## config.mk

```make
export PLATFORM = sky130hd
export DESIGN_NAME = fwd_hazard_ctrl
export DESIGN_NICKNAME = d
export VERILOG_FILES = /design/src/rtl/fwd_hazard_ctrl.sv
export SDC_FILE = /design/constraint.sdc
export NUM_CORES = 1
export LEC_CHECK = 0
export ABC_AREA = 1
export CORE_MARGIN = 3
export CORE_UTILIZATION = 47
export DETAILED_ROUTE_END_ITERATION = 16
export PLACE_DENSITY = 0.88
export SLEW_MARGIN = 5
export SYNTH_ARGS = -nofsm -noshare
export SYNTH_HDL_FRONTEND = slang
export SYNTH_SLANG_ARGS = --single-unit
export TNS_END_PERCENT = 10
```

## constraint.sdc

```tcl
create_clock -name clk -period 1.85 [get_ports clk]
set_clock_uncertainty 0.05 [all_clocks]
set_input_delay 0.555 -clock clk [delete_from_list [all_inputs] [get_ports clk]]
set_output_delay 0.555 -clock clk [all_outputs]
set_load 0.01 [all_outputs]
```

## src/rtl/fwd_hazard_ctrl.sv

```systemverilog
// ---------------------------------------------------------------------------
// fwd_hazard_ctrl
//
// Purpose:
//    Control side of EX-stage operand forwarding for a classic 5-stage
//    in-order pipeline. A shadow copy of destination-register metadata
//    follows each instruction through ID/EX and EX/MEM. From it the block
//    works out three things:
//    - the registered 4:1 mux selects for EX operands A and B;
//    - a combinational load-use stall for PC and IF/ID;
//    - bubble insertion into ID/EX.
//    It also keeps a saturating count of stall cycles for performance
//    monitoring.
//
//    Select encoding (fixed):
//       00 = register-file operand
//       01 = MEM/WB writeback value
//       10 = EX/MEM ALU result
//       11 = reserved, never driven
//
// Parameters:
//    REG_AW  register-address width
//    CNT_W   stall-counter width
//
// Ports:
//    clk            system clock, rising-edge active
//    rst            asynchronous active-high reset
//    i_id_valid     ID stage holds a real instruction
//    i_id_rs1/rs2   source registers of the ID instruction
//    i_id_use_rs1/2 ID instruction actually reads rs1 / rs2
//    i_id_rd        destination register of the ID instruction
//    i_id_regwrite  ID instruction writes rd
//    i_id_memread   ID instruction is a load
//    i_flush        taken branch/jump in EX, kills the ID instruction
//    o_fwd_a_sel    operand-A select for the instruction now in EX (registered)
//    o_fwd_b_sel    operand-B select for the instruction now in EX (registered)
//    o_stall_id     hold PC and IF/ID this cycle (combinational)
//    o_ex_bubble    the instruction now in EX is a bubble (registered)
//    o_stall_count  saturating number of stall cycles since reset
// ---------------------------------------------------------------------------
module fwd_hazard_ctrl #(
   parameter int REG_AW = 5,
   parameter int CNT_W  = 32
) (
   input  logic              clk,
   input  logic              rst,
   input  logic              i_id_valid,
   input  logic [REG_AW-1:0] i_id_rs1,
   input  logic [REG_AW-1:0] i_id_rs2,
   input  logic              i_id_use_rs1,
   input  logic              i_id_use_rs2,
   input  logic [REG_AW-1:0] i_id_rd,
   input  logic              i_id_regwrite,
   input  logic              i_id_memread,
   input  logic              i_flush,
   output logic [1:0]        o_fwd_a_sel,
   output logic [1:0]        o_fwd_b_sel,
   output logic              o_stall_id,
   output logic              o_ex_bubble,
   output logic [CNT_W-1:0]  o_stall_count
);

   localparam logic [1:0] SEL_RF    = 2'b00;
   localparam logic [1:0] SEL_WB    = 2'b01;
   localparam logic [1:0] SEL_EXMEM = 2'b10;

   // Metadata carried alongside the instruction sitting in EX.
   typedef struct packed {
      logic              valid;
      logic [REG_AW-1:0] rd;
      logic              regwrite;
      logic              memread;
   } idExT;

   // One stage further on, only the producer identity still matters:
   // a load here has its data ready by writeback, so it forwards like
   // any other producer.
   typedef struct packed {
      logic [REG_AW-1:0] rd;
      logic              regwrite;
   } exMemT;

   localparam idExT  ID_EX_BUBBLE  = '{valid: 1'b0, rd: '0, regwrite: 1'b0, memread: 1'b0};
   localparam exMemT EX_MEM_BUBBLE = '{rd: '0, regwrite: 1'b0};

   idExT             r_idEx;
   exMemT            r_exMem;
   logic [1:0]       r_fwdASel;
   logic [1:0]       r_fwdBSel;
   logic [CNT_W-1:0] r_stallCount;

   logic             w_hazard;
   logic             w_stall;
   logic             w_insertBubble;
   logic [1:0]       w_fwdASel;
   logic [1:0]       w_fwdBSel;
   idExT             w_idExNext;

   // Select for one operand of the instruction that will enter EX at the
   // next edge. The instruction now in ID/EX will be in EX/MEM by then, so
   // it is the newest producer and wins over EX/MEM, which will have moved
   // on to MEM/WB. x0 is hard-wired zero and is never forwarded. A producer
   // further back than that is already in the write-through register file.
   function automatic logic [1:0] selectFor(
      input logic              useRs,
      input logic [REG_AW-1:0] rs,
      input idExT              idEx,
      input exMemT             exMem
   );
      logic [1:0] sel;
      sel = SEL_RF;
      if (useRs && (rs != '0)) begin
         if (idEx.regwrite && (idEx.rd == rs)) begin
            sel = SEL_EXMEM;
         end else if (exMem.regwrite && (exMem.rd == rs)) begin
            sel = SEL_WB;
         end
      end
      return sel;
   endfunction

   // Hazard detection and next-state of the ID/EX shadow stage.
   // A load in ID/EX cannot feed its very next consumer, so that consumer
   // is held in ID for one cycle while a bubble goes into EX. A taken
   // branch takes precedence over the stall: the stalled instruction is
   // being killed anyway. Whenever ID/EX receives a bubble, the registered
   // selects for it fall back to the register file.
   always_comb begin
      w_hazard       = 1'b0;
      w_stall        = 1'b0;
      w_insertBubble = 1'b0;
      w_fwdASel      = SEL_RF;
      w_fwdBSel      = SEL_RF;
      w_idExNext     = ID_EX_BUBBLE;

      w_hazard = i_id_valid && r_idEx.memread && (r_idEx.rd != '0) &&
                 ((i_id_use_rs1 && (i_id_rs1 == r_idEx.rd)) ||
                  (i_id_use_rs2 && (i_id_rs2 == r_idEx.rd)));
      w_stall        = w_hazard && !i_flush;
      w_insertBubble = i_flush || w_stall || !i_id_valid;

      if (!w_insertBubble) begin
         w_fwdASel  = selectFor(i_id_use_rs1, i_id_rs1, r_idEx, r_exMem);
         w_fwdBSel  = selectFor(i_id_use_rs2, i_id_rs2, r_idEx, r_exMem);
         w_idExNext = '{valid:    1'b1,
                        rd:       i_id_rd,
                        regwrite: i_id_regwrite,
                        memread:  i_id_memread};
      end
   end

   // Shadow pipeline advance. The selects are captured on the same edge
   // that moves the instruction into EX, so they stay stable for its whole
   // EX cycle. Reset empties the pipeline immediately, which also makes
   // the current EX slot read as a bubble.
   always_ff @(posedge clk or posedge rst) begin
      if (rst) begin
         r_idEx    <= ID_EX_BUBBLE;
         r_exMem   <= EX_MEM_BUBBLE;
         r_fwdASel <= SEL_RF;
         r_fwdBSel <= SEL_RF;
      end else begin
         r_exMem   <= '{rd: r_idEx.rd, regwrite: r_idEx.regwrite};
         r_idEx    <= w_idExNext;
         r_fwdASel <= w_fwdASel;
         r_fwdBSel <= w_fwdBSel;
      end
   end

   // Stall-cycle counter for performance monitoring. It sticks at
   // all-ones instead of wrapping, so an overflowed count stays
   // recognisable. Only reset clears it.
   always_ff @(posedge clk or posedge rst) begin
      if (rst) begin
         r_stallCount <= '0;
      end else if (w_stall && (r_stallCount != '1)) begin
         r_stallCount <= r_stallCount + CNT_W'(1);
      end
   end

   // Output mapping. The bubble flag comes straight from the ID/EX shadow
   // register, so it is registered like the selects.
   assign o_fwd_a_sel   = r_fwdASel;
   assign o_fwd_b_sel   = r_fwdBSel;
   assign o_stall_id    = w_stall;
   assign o_ex_bubble   = !r_idEx.valid;
   assign o_stall_count = r_stallCount;

endmodule

```

==> results.md, run 1 <==
* Total of warnings raised by yosys at 0
* Worst skew pair latency at 0.31 ns
* Share of layout cells above drive strength 1 at 0.160
* Dpl hpwl at 5.83 mm
* Vias in the first global route at 2,907
* Total number of vias at 2,995
* Final period utilization at 1.17
* Multiplexer share of the synthesized area at 0
* First-pass GRT wire length at 13.5 mm
* Period minus WS final at 2.16 ns
* Root Driver: clkbuf_8
* Hold slack final at 0.373 ns
* Sequential area share after synthesis at 0.419
* Max-cap check violation count at 0
* Max stage delay on crit path at 0.53 ns
* Final hold violations at 0
* Vias per cell at 5.15
* Setup WS pre-CTS at -1.08 ns
* DRT Pass-1 Iters at 6
* Worst Tran Pin Value at 0.385 ns
* Largest family of logic cells by synthesized area: simple AND/OR/NAND/NOR gates
* Most common cell in the synthesized netlist: nand2_1
* Leading area contributor after synthesis: dfrtp_1
* Post-Synth Adder-Cell Area at 0.00419
* Initial antenna violation count at 0
* Final worst slack at -0.314 ns
* Tot Pwr at 1.98 mW
* Placed cell area at 0.00387 sq mm
* Synth Area in Compound Gates at 0.00837
* Routed Antenna Nets at 0
* GRT Total Usage at 0.229
* Simple-Gate Fraction of Synth Area at 0.388
* Count of flip-flops with a built-in enable after synthesis at 0
* CP Data Required Time at 1.24 ns
* TritonCTS clock tree: done
* FF+latch count, synth at 50
* HP Class: reg2reg
* Crit. End Element: output pin
* CP Class: in2out
* Critical path launch point type: primary input
* Setup Viol. Count Final at 23
* Arrival @ worst endpoint at 1.56 ns
* Core box area at 0.00603 sq mm
* Area Overhead vs Synth at 35.4%
* Final cell count without fillers at 582
* WL/cell at 14.0 microns
* Hold-fix buffers at CTS at 0
* RePlAce Congestion at 0.957
* Yosys top cell area share at 0.419
* Die Area at 0.00735 sq mm
* Achievable Freq at 0.462 GHz
* Max clock buf depth at 2
* CP max-delay cell: clkdlybuf4s50_1
* Asr flop ratio synth at 1.00
* Final instance area at 0.00405 sq mm
* Worst-path fanout max at 3
* Nets at 530
* RSZ-0062 raised after global routing: yes
* Failing checks: setup timing
* Clk slew on worst S/H paths at 0.09 ns
* Pleak at 2.19 nW
* Final slew viol count at 0
* Drt drc at 0
* Initial DRC count at 217
* Width of the die at 85.8 microns
* Maximum vdd ir drop at 0.342 mV
* Count of cell types in the netlist at 24
* CTS buffer count at 5
* Worst path cell trace: clkdlybuf4s50_1, nand3_1, inv_1, nand2_4, nor2_4, buf_6
* Mean Syn Cell Area at 7.27 sq um
* Most area-consuming cells after synthesis: dfrtp_1 42%, nand2_1 21%, xor2_1 7.6%
* Post-synth top cells: 170 x nand2_1, 50 x dfrtp_1, 48 x nor2_1
* PwrDens at 489 mW/mm^2
* Initial core utilization at 0.496
* Clk sinks at 50
* Most used DFF post-synth: dfrtp_1
* Detailed Route WL at 8.14 mm
* Die H at 85.8 microns
* Syn nets at 435
* Post-Syn Instances at 411
* Slew headroom at 0.741
* Status: finished, violations left
* Post-Synth XOR/XNOR Area at 0.105
* Input/output buffers at 60
* FF+latch area at 0.00126 sq mm
* Overflow after GRT at 0
* Row Count at 28
* Multi-input combinational cell area at 0.00156 sq mm
* H-tree Lvls at 2
* Placed Cells incl. Taps at 567
* Mapped Area at 0.00299 sq mm
* Fillers at 510
* Largest net degree at the start of global routing at 51
* Ant diodes at 0
* I/O pin cnt at 61
## metrics by stage
stage,setup TNS [ns],util
floorplan,0,-
global placement,-18.57,0.642
detailed placement,-22.13,0.642
CTS,-0.311,0.661
global route,-3.86,0.672
finish,-0.716,0.672
## cell usage in the layout (no fill, tap or decap), types with 4 or more instances in the layout
cell / instances
buf_4: 29
clkbuf_8: 6
clkdlybuf4s50_1: 16
dfrtp_1: 42
dfrtp_2: 8
dlygate4sd2_1: 36
inv_1: 36
inv_2: 6
nand2_1: 168
nand3_1: 8
nand4_1: 17
nor2_1: 44
nor2_2: 4
nor2_4: 4
nor3_1: 12
xnor2_1: 9
xor2_1: 26
## critical path: cells and delay by family
kind,cells,cell delay [ns]
and+or+nand+nor,3,0.26
buffers and inverters,3,0.75
## final timing paths
kind	startpoint	end	slack [ns]	depth (start not counted)
setup / recovery	i_id_valid	o_stall_id	-0.31	6
hold / removal	r_idEx[1]	r_exMem[0]	0.37	0
setup reg to reg	r_idEx[4]	o_stall_count[19]	-0.01	12
hold reg to reg	r_idEx[1]	r_exMem[0]	0.37	0
max in group asynchronous	rst	o_stall_count[22]	0.95	3
min in group asynchronous	rst	o_stall_count[5]	0.55	3
## routing by layer
layer | vias to the layer above | global-route usage | part of all wire
li1 | 1459 | - | -
met1 | 1395 | 0.301 | 0.44
met2 | 123 | 0.379 | 0.48
met3 | 18 | 0.0423 | 0.060
met4 | 0 | 0.0791 | 0.019
met5 | - | 0 | 0
## state kept, by name, summed over array words and instances (netlist names)
register       flops
r_idEx             8
o_stall_count     32
o_fwd_a_sel        2
r_exMem            6
o_fwd_b_sel        2
## report_power, final
part / switching (mW) / leakage (nW) / total (mW) / internal, mW
Clock: 0.356 / 0.0482 / 0.659 / 0.302
Combinational: 0.101 / 1.46 / 0.202 / 0.101
Sequential: 0.0150 / 0.678 / 1.12 / 1.11
## cell families after synthesis
family / count (synthesis)
DFF: 50
xor gates and xnor gates: 36
AOI/OAI and AO/OA: 4
buffers and inverters: 48
and+or+nand+nor: 272
adders and majority gates: 1
## what timing repair did
action                                  CTS  global route
pin swaps                                 7             6
buffers inserted                          5             1
endpoints found under the setup margin   73            34
resized for setup                        69            10
cloned                                    0             2
## layout make-up
type                            count  area share
Multi-Input combinational cell    313       0.386
Sequential cell                    50       0.312
Timing Repair Buffer               94       0.218
Inverter                           42      0.0389
Tap cell                           75      0.0232
Clock buffer                        7      0.0213
Clock inverter                      1     0.00124
No activity file was read; power rests on OpenSTA's default activity.
==> run 2, diff against run 1 <==
--- a/config.mk
+++ b/config.mk
@@ -6,7 +6,6 @@
 export NUM_CORES = 1
 export LEC_CHECK = 0
 export ABC_AREA = 1
-export CORE_MARGIN = 3
 export CORE_UTILIZATION = 47
 export DETAILED_ROUTE_END_ITERATION = 16
 export PLACE_DENSITY = 0.88
==> run 2 against run 1 <==
Compared with the run above: the run still ends with setup timing left; fmax shrank 1.1%; register-to-register slack is essentially flat; hold slack gained 0.024 ns; clock-buffer cell count shrank 1; cell count grew 1.4%; setup slack lost 0.025 ns; sequential share of layout area shrank 1.2 points; design area grew 4.2%; critical endpoint unchanged; largest power group unchanged.
==> results.md, run 2 (same netlist as run 1, synthesis figures left out) <==
* Overflow after GRT at 0 (unchanged)
* Worst-path fanout max at 3 (unchanged)
* Achievable Freq at 0.457 GHz (was 0.462 GHz)
* Die Area at 0.00668 sq mm (was 0.00735 sq mm)
* DRT Pass-1 Iters at 6 (unchanged)
* Die H at 81.8 microns (was 85.8 microns)
* Final period utilization at 1.18 (was 1.17)
* WL/cell at 15.2 microns (was 14.0 microns)
* H-tree Lvls at 2 (unchanged)
* Share of layout cells above drive strength 1 at 0.186 (was 0.160)
* Clk slew on worst S/H paths at 0.09 ns (about the same)
* Most used cell, CP: nand2_1
* GR Util met3 at 0.0544 (was 0.0423)
* GRT met2 Usage at 0.430 (was 0.379)
* CP max-delay cell: dlygate4sd2_1 (was clkdlybuf4s50_1)
* Sw frac at 0.239 (was 0.238)
* Worst Tran Pin Value at 0.483 ns (was 0.385 ns)
* R2R setup slack at -0.02 ns (was -0.01 ns)
* CP Data Required Time at 1.24 ns (about the same)
* GR Util met1 at 0.317 (was 0.301)
* Drt drc at 0 (unchanged)
* CP Class: in2out (unchanged)
* Vias in the first global route at 2,896 (was 2,907)
* Final slew viol count at 0 (unchanged)
* I/O pin cnt at 61 (unchanged)
* Root Driver: clkbuf_8 (unchanged)
* Commonest cells after routing, fill and taps aside: 168 x nand2_1, 41 x nor2_1, 40 x dfrtp_1 (was 168 x nand2_1, 44 x nor2_1, 42 x dfrtp_1)
* Comb pwr share at 0.102 (about the same)
* Worst path cell trace: dlygate4sd2_1, nand2_1, nand2_1, nor2_2, nand4_1, nand2_2, nand2_4, nor2_4, buf_6 (was clkdlybuf4s50_1, nand3_1, inv_1, nand2_4, nor2_4, buf_6)
* Max clock buf depth at 2 (unchanged)
* Final hold violations at 0 (unchanged)
* Width of the die at 81.8 microns (was 85.8 microns)
* Area Overhead vs Synth at 41.1% (was 35.4%)
* CTS buffer count at 5 (unchanged)
* Sequential share of power at 0.527 (was 0.566)
* Slew headroom at 0.675 (was 0.741)
* Initial core utilization at 0.496 (unchanged)
* Crit. End Element: output pin (unchanged)
* Final worst slack at -0.339 ns (was -0.314 ns)
* Global route hottest layer: met2 (unchanged)
* RePlAce Congestion at 0.994 (was 0.957)
* Number of flip-flops in the largest register at 32 (unchanged)
* Failing checks: setup timing (unchanged)
* Internal power at 1.62 mW (was 1.51 mW)
* RSZ-0062 raised after global routing: yes (unchanged)
* Input/output buffers at 60 (unchanged)
* Row Count at 28 (unchanged)
* PwrDens at 504 mW/mm^2 (was 489 mW/mm^2)
* GRT Total Usage at 0.255 (was 0.229)
* TritonCTS clock tree: done (unchanged)
* FF+latch area at 0.00126 sq mm (about the same)
* Worst skew pair latency at 0.31 ns (about the same)
* Ant diodes at 0 (unchanged)
* Period minus WS final at 2.19 ns (was 2.16 ns)
* Dpl hpwl at 5.84 mm (was 5.83 mm)
* Pleak at 2.23 nW (was 2.19 nW)
* Clk sinks at 50 (unchanged)
* Status: finished, violations left (unchanged)
* Maximum vdd ir drop at 0.392 mV (was 0.342 mV)
* Max-cap check violation count at 0 (unchanged)
* Initial DRC count at 314 (was 217)
* Critical path launch point type: primary input (unchanged)
* Routed Antenna Nets at 0 (unchanged)
* Multi-input combinational cell area at 0.00161 sq mm (was 0.00156 sq mm)
* Final setup TNS at -0.397 ns (was -0.716 ns)
* First-pass GRT wire length at 13.0 mm (was 13.5 mm)
* Arrival @ worst endpoint at 1.58 ns (was 1.56 ns)
* Core box area at 0.00603 sq mm (unchanged)
* Most common cell after layout, fill and taps aside: nand2_1 (unchanged)
* HP Class: reg2reg (unchanged)
* Nets at 538 (was 530)
* Final core occ at 0.700 (was 0.672)
* Max stage delay on crit path at 0.26 ns (was 0.53 ns)
* Fillers at 460 (was 510)
* P_sw at 0.507 mW (was 0.472 mW)
* Detailed Route WL at 8.94 mm (was 8.14 mm)
* CP bufs+invs at 2 (was 3)
* Setup Viol. Count Final at 11 (was 23)
* Clock power frac at 0.371 (was 0.332)
* Top Family by Delay on Critical Path: simple AND/OR/NAND/NOR gates (was buffers and inverters)
* Largest net degree at the start of global routing at 51 (unchanged)
* Vias per cell at 5.41 (was 5.15)
* Hold-fix buffers at CTS at 0 (unchanged)
* Initial antenna violation count at 0 (unchanged)
* Total number of vias at 3,191 (was 2,995)
## run 2: final timing paths
kind,from,to,depth (start not counted)
max reg2reg,r_idEx[5],o_stall_count[31],12
max in group asynchronous,rst,r_idEx[5],3
min in group asynchronous,rst,o_stall_count[6],3
max,i_id_rs2[2],o_stall_id,9
min,r_idEx[1],r_exMem[0],0
min reg2reg,r_idEx[1],r_exMem[0],0
## run 2: stage by stage
step | power [mW] | hold slack [ns] | setup slack [ns] | instance area, sq um | cells
floorplan | 1.22 | 0.325 | 0.00290 | 3000 | 411
global placement | 1.33 | 0.365 | -1.01 | 3890 | 568
detailed placement | 1.33 | 0.356 | -1.07 | 3890 | 568
CTS | 2.11 | 0.377 | -0.311 | 4030 | 581
global route | 2.19 | 0.402 | -0.442 | 4220 | 590
finish | 2.13 | 0.397 | -0.339 | 4220 | 590
## run 2: layout make-up
| type | instances | area share |
|---|---|---|
| multi-input combinational | 313 | 0.381 |
| clock buffer | 6 | 0.0172 |
| timing repair buffer | 102 | 0.234 |
| clock inverter | 2 | 0.00890 |
| inverter | 42 | 0.0374 |
| sequential | 50 | 0.300 |
| tap | 75 | 0.0222 |
## run 2: power by group through the flow
| stage | Clock, mW | Sequential (mW) | Combinational [mW] |
|---|---|---|---|
| 2_1_floorplan | 0 | 1.14 | 0.0812 |
| 3_3_place_gp | 0 | 1.14 | 0.188 |
| 3_5_place_dp | 0 | 1.14 | 0.195 |
| 4_1_cts | 0.789 | 1.12 | 0.204 |
| 5_1_grt | 0.830 | 1.12 | 0.235 |
| 6_report | 0.789 | 1.12 | 0.217 |
## run 2: what timing repair did
| action | in CTS | in global routing |
|---|---|---|
| endpoints found under the setup margin | 74 | 33 |
| pin swaps | 8 | 12 |
| gates cloned | 0 | 3 |
| resized for setup | 66 | 23 |
| setup buffers | 5 | 7 |
## run 2: layer usage
layer	wire length, microns	share of wire
met2	4490	0.50
met4	220	0.025
met3	683	0.076
met5	0	0
met1	3550	0.40
==> run 3, diff against run 2 <==
--- a/config.mk
+++ b/config.mk
@@ -6,6 +6,7 @@
 export NUM_CORES = 1
 export LEC_CHECK = 0
 export ABC_AREA = 1
+export CORE_ASPECT_RATIO = 1.5
 export CORE_UTILIZATION = 47
 export DETAILED_ROUTE_END_ITERATION = 16
 export PLACE_DENSITY = 0.88
==> run 3 against run 2 <==
Compared with the run above: clock-buffer cell count did not move; die area is essentially flat; first-iteration DRC count shrank 27%; the run still ends with setup timing left; via count shrank 0.44%; cell count rose by 0.68%; setup slack got worse by 0.077 ns; non-clock buffer count rose by 5; critical path depth is 3 lower; register-to-register slack got worse by 0.12 ns; highest routed layer unchanged; sequential cell count unchanged; routed wire length grew 8.4%; largest power group unchanged; sequential power about the same.
==> results.md, run 3 (same netlist as run 1, synthesis figures left out) <==
* Hold-fix buffers at CTS at 0 (unchanged)
* Row Count at 35 (was 28)
* Failing checks: setup timing (unchanged)
* Initial DRC count at 228 (was 314)
* Setup WS pre-CTS at -1.13 ns (was -1.07 ns)
* TritonCTS clock tree: done (unchanged)
* CP Data Required Time at 1.24 ns (about the same)
* Final worst slack at -0.416 ns (was -0.339 ns)
* Worst Tran Pin Value at 0.394 ns (was 0.483 ns)
* Worst skew pair latency at 0.31 ns (about the same)
* Placed Cells incl. Taps at 567 (was 568)
* Max-cap check violation count at 0 (unchanged)
* First-pass GRT wire length at 15.2 mm (was 13.0 mm)
* CP startpoint: r_idEx[6] (was i_id_rs2[2])
* RSZ-0062 raised after global routing: yes (unchanged)
* Clk sinks at 50 (unchanged)
* Initial antenna violation count at 0 (unchanged)
* Nets at 543 (was 538)
* Root Driver: clkbuf_8 (unchanged)
* HP Class: reg2reg (unchanged)
* Vias in the first global route at 3,326 (was 2,896)
* Width of the die at 67.1 microns (was 81.8 microns)
* Pleak at 2.35 nW (was 2.23 nW)
* Worst path cell trace: xnor2_1, nand4_1, nand2_2, nand2_4, nor2_4, buf_6 (was dlygate4sd2_1, nand2_1, nand2_1, nor2_2, nand4_1, nand2_2, nand2_4, nor2_4, buf_6)
* Core box area at 0.00613 sq mm (was 0.00603 sq mm)
* Drt drc at 0 (unchanged)
* Max stage delay on crit path at 0.47 ns (was 0.26 ns)
* Slew headroom at 0.735 (was 0.675)
* Detailed Route WL at 9.70 mm (was 8.94 mm)
* Arrival @ worst endpoint at 1.66 ns (was 1.58 ns)
* Top Family by Delay on Critical Path: simple AND/OR/NAND/NOR gates (unchanged)
* Commonest cells after routing, fill and taps aside: 150 x nand2_1, 43 x nor2_1, 37 x dfrtp_1 (was 168 x nand2_1, 41 x nor2_1, 40 x dfrtp_1)
* Min-delay src: r_idEx[1] (unchanged)
* Max clock buf depth at 2 (unchanged)
* CP bufs+invs at 1 (was 2)
* Hold slack final at 0.400 ns (was 0.397 ns)
* Total number of vias at 3,177 (was 3,191)
* Overflow after GRT at 0 (unchanged)
* Die H at 99.7 microns (was 81.8 microns)
* Input/output buffers at 60 (unchanged)
* Dpl hpwl at 5.97 mm (was 5.84 mm)
* Most common cell after layout, fill and taps aside: nand2_1 (unchanged)
* WL/cell at 16.3 microns (was 15.2 microns)
* Period minus WS final at 2.27 ns (was 2.19 ns)
* DRT Pass-1 Iters at 4 (was 6)
* Final core occ at 0.710 (was 0.700)
* Vias per cell at 5.35 (was 5.41)
* Reg2reg start: r_idEx[3] (was r_idEx[5])
* Clk slew on worst S/H paths at 0.09 ns (about the same)
* Final cell count without fillers at 594 (was 590)
* Number of flip-flops in the largest register at 32 (unchanged)
* Die Area at 0.00669 sq mm (was 0.00668 sq mm)
* Final period utilization at 1.22 (was 1.18)
* Largest net degree at the start of global routing at 43 (was 51)
* Initial core utilization at 0.488 (was 0.496)
* Achievable Freq at 0.441 GHz (was 0.457 GHz)
* Final hold violations at 0 (unchanged)
* Area Overhead vs Synth at 45.6% (was 41.1%)
* GRT Total Usage at 0.301 (was 0.255)
* Final slew viol count at 0 (unchanged)
* Ant diodes at 0 (unchanged)
* Critical path launch point type: flop (was primary input)
* Placed cell area at 0.00388 sq mm (was 0.00389 sq mm)
* Crit. End Element: output pin (unchanged)
* Routed Antenna Nets at 0 (unchanged)
* Setup Viol. Count Final at 33 (was 11)
* Share of layout cells above drive strength 1 at 0.233 (was 0.186)
* Final instance area at 0.00435 sq mm (was 0.00422 sq mm)
* CTS buffer count at 5 (unchanged)
* CP Class: reg2out (was in2out)
* H-tree Lvls at 2 (unchanged)
* PwrDens at 527 mW/mm^2 (was 504 mW/mm^2)
* Tot Pwr at 2.29 mW (was 2.13 mW)
* RePlAce Congestion at 0.911 (was 0.994)
* Worst-path fanout max at 4 (was 3)
* Final setup TNS at -3.33 ns (was -0.397 ns)
* I/O pin cnt at 61 (unchanged)
* Status: finished, violations left (unchanged)
* CP max-delay cell: dfrtp_1 (was dlygate4sd2_1)
* Maximum vdd ir drop at 0.756 mV (was 0.392 mV)
==> run 3: repair_timing <==
item | 4_1_cts | 5_1_grt
resized for setup | 74 | 46
pin swaps | 11 | 21
gates cloned | 2 | 2
endpoints found under the setup margin | 75 | 46
setup buffers | 8 | 9
==> run 3: final cells by class <==
| type | count | area (sq um) |
|---|---|---|
| multi-input combinational | 313 | 1660 |
| sequential | 50 | 1270 |
| fill | 467 | 1780 |
| clock buffer | 6 | 82.6 |
| inverter | 42 | 158 |
| clock inverter | 2 | 60.1 |
| timing repair buffer | 107 | 1030 |
| tap | 74 | 92.6 |
==> run 3: routing by layer <==
| layer | global-route usage | vias to the layer above | share of wire |
|---|---|---|---|
| met1 | 0.308 | 1485 | 0.35 |
| met2 | 0.536 | 147 | 0.54 |
| met4 | 0.188 | 0 | 0.055 |
| met5 | 0 | - | 0 |
| li1 | - | 1494 | - |
| met3 | 0.0619 | 51 | 0.056 |
==> run 3: worst paths after layout <==
check	endpoint	slack, ns	cells after the start
setup reg to reg	o_fwd_a_sel[0]	-0.14	11
min in group asynchronous	r_idEx[7]	0.42	2
max in group asynchronous	o_stall_count[18]	0.84	3
setup / recovery	o_stall_id	-0.42	6
hold / removal	r_exMem[0]	0.40	0
hold reg to reg	r_exMem[0]	0.40	0
==> run 3: power by group <==
part	leakage [nW]	internal (mW)	switching, mW
combinational	1.61	0.114	0.122
sequential	0.669	1.10	0.0154
clock	0.0714	0.576	0.361
total	2.35	1.79	0.498
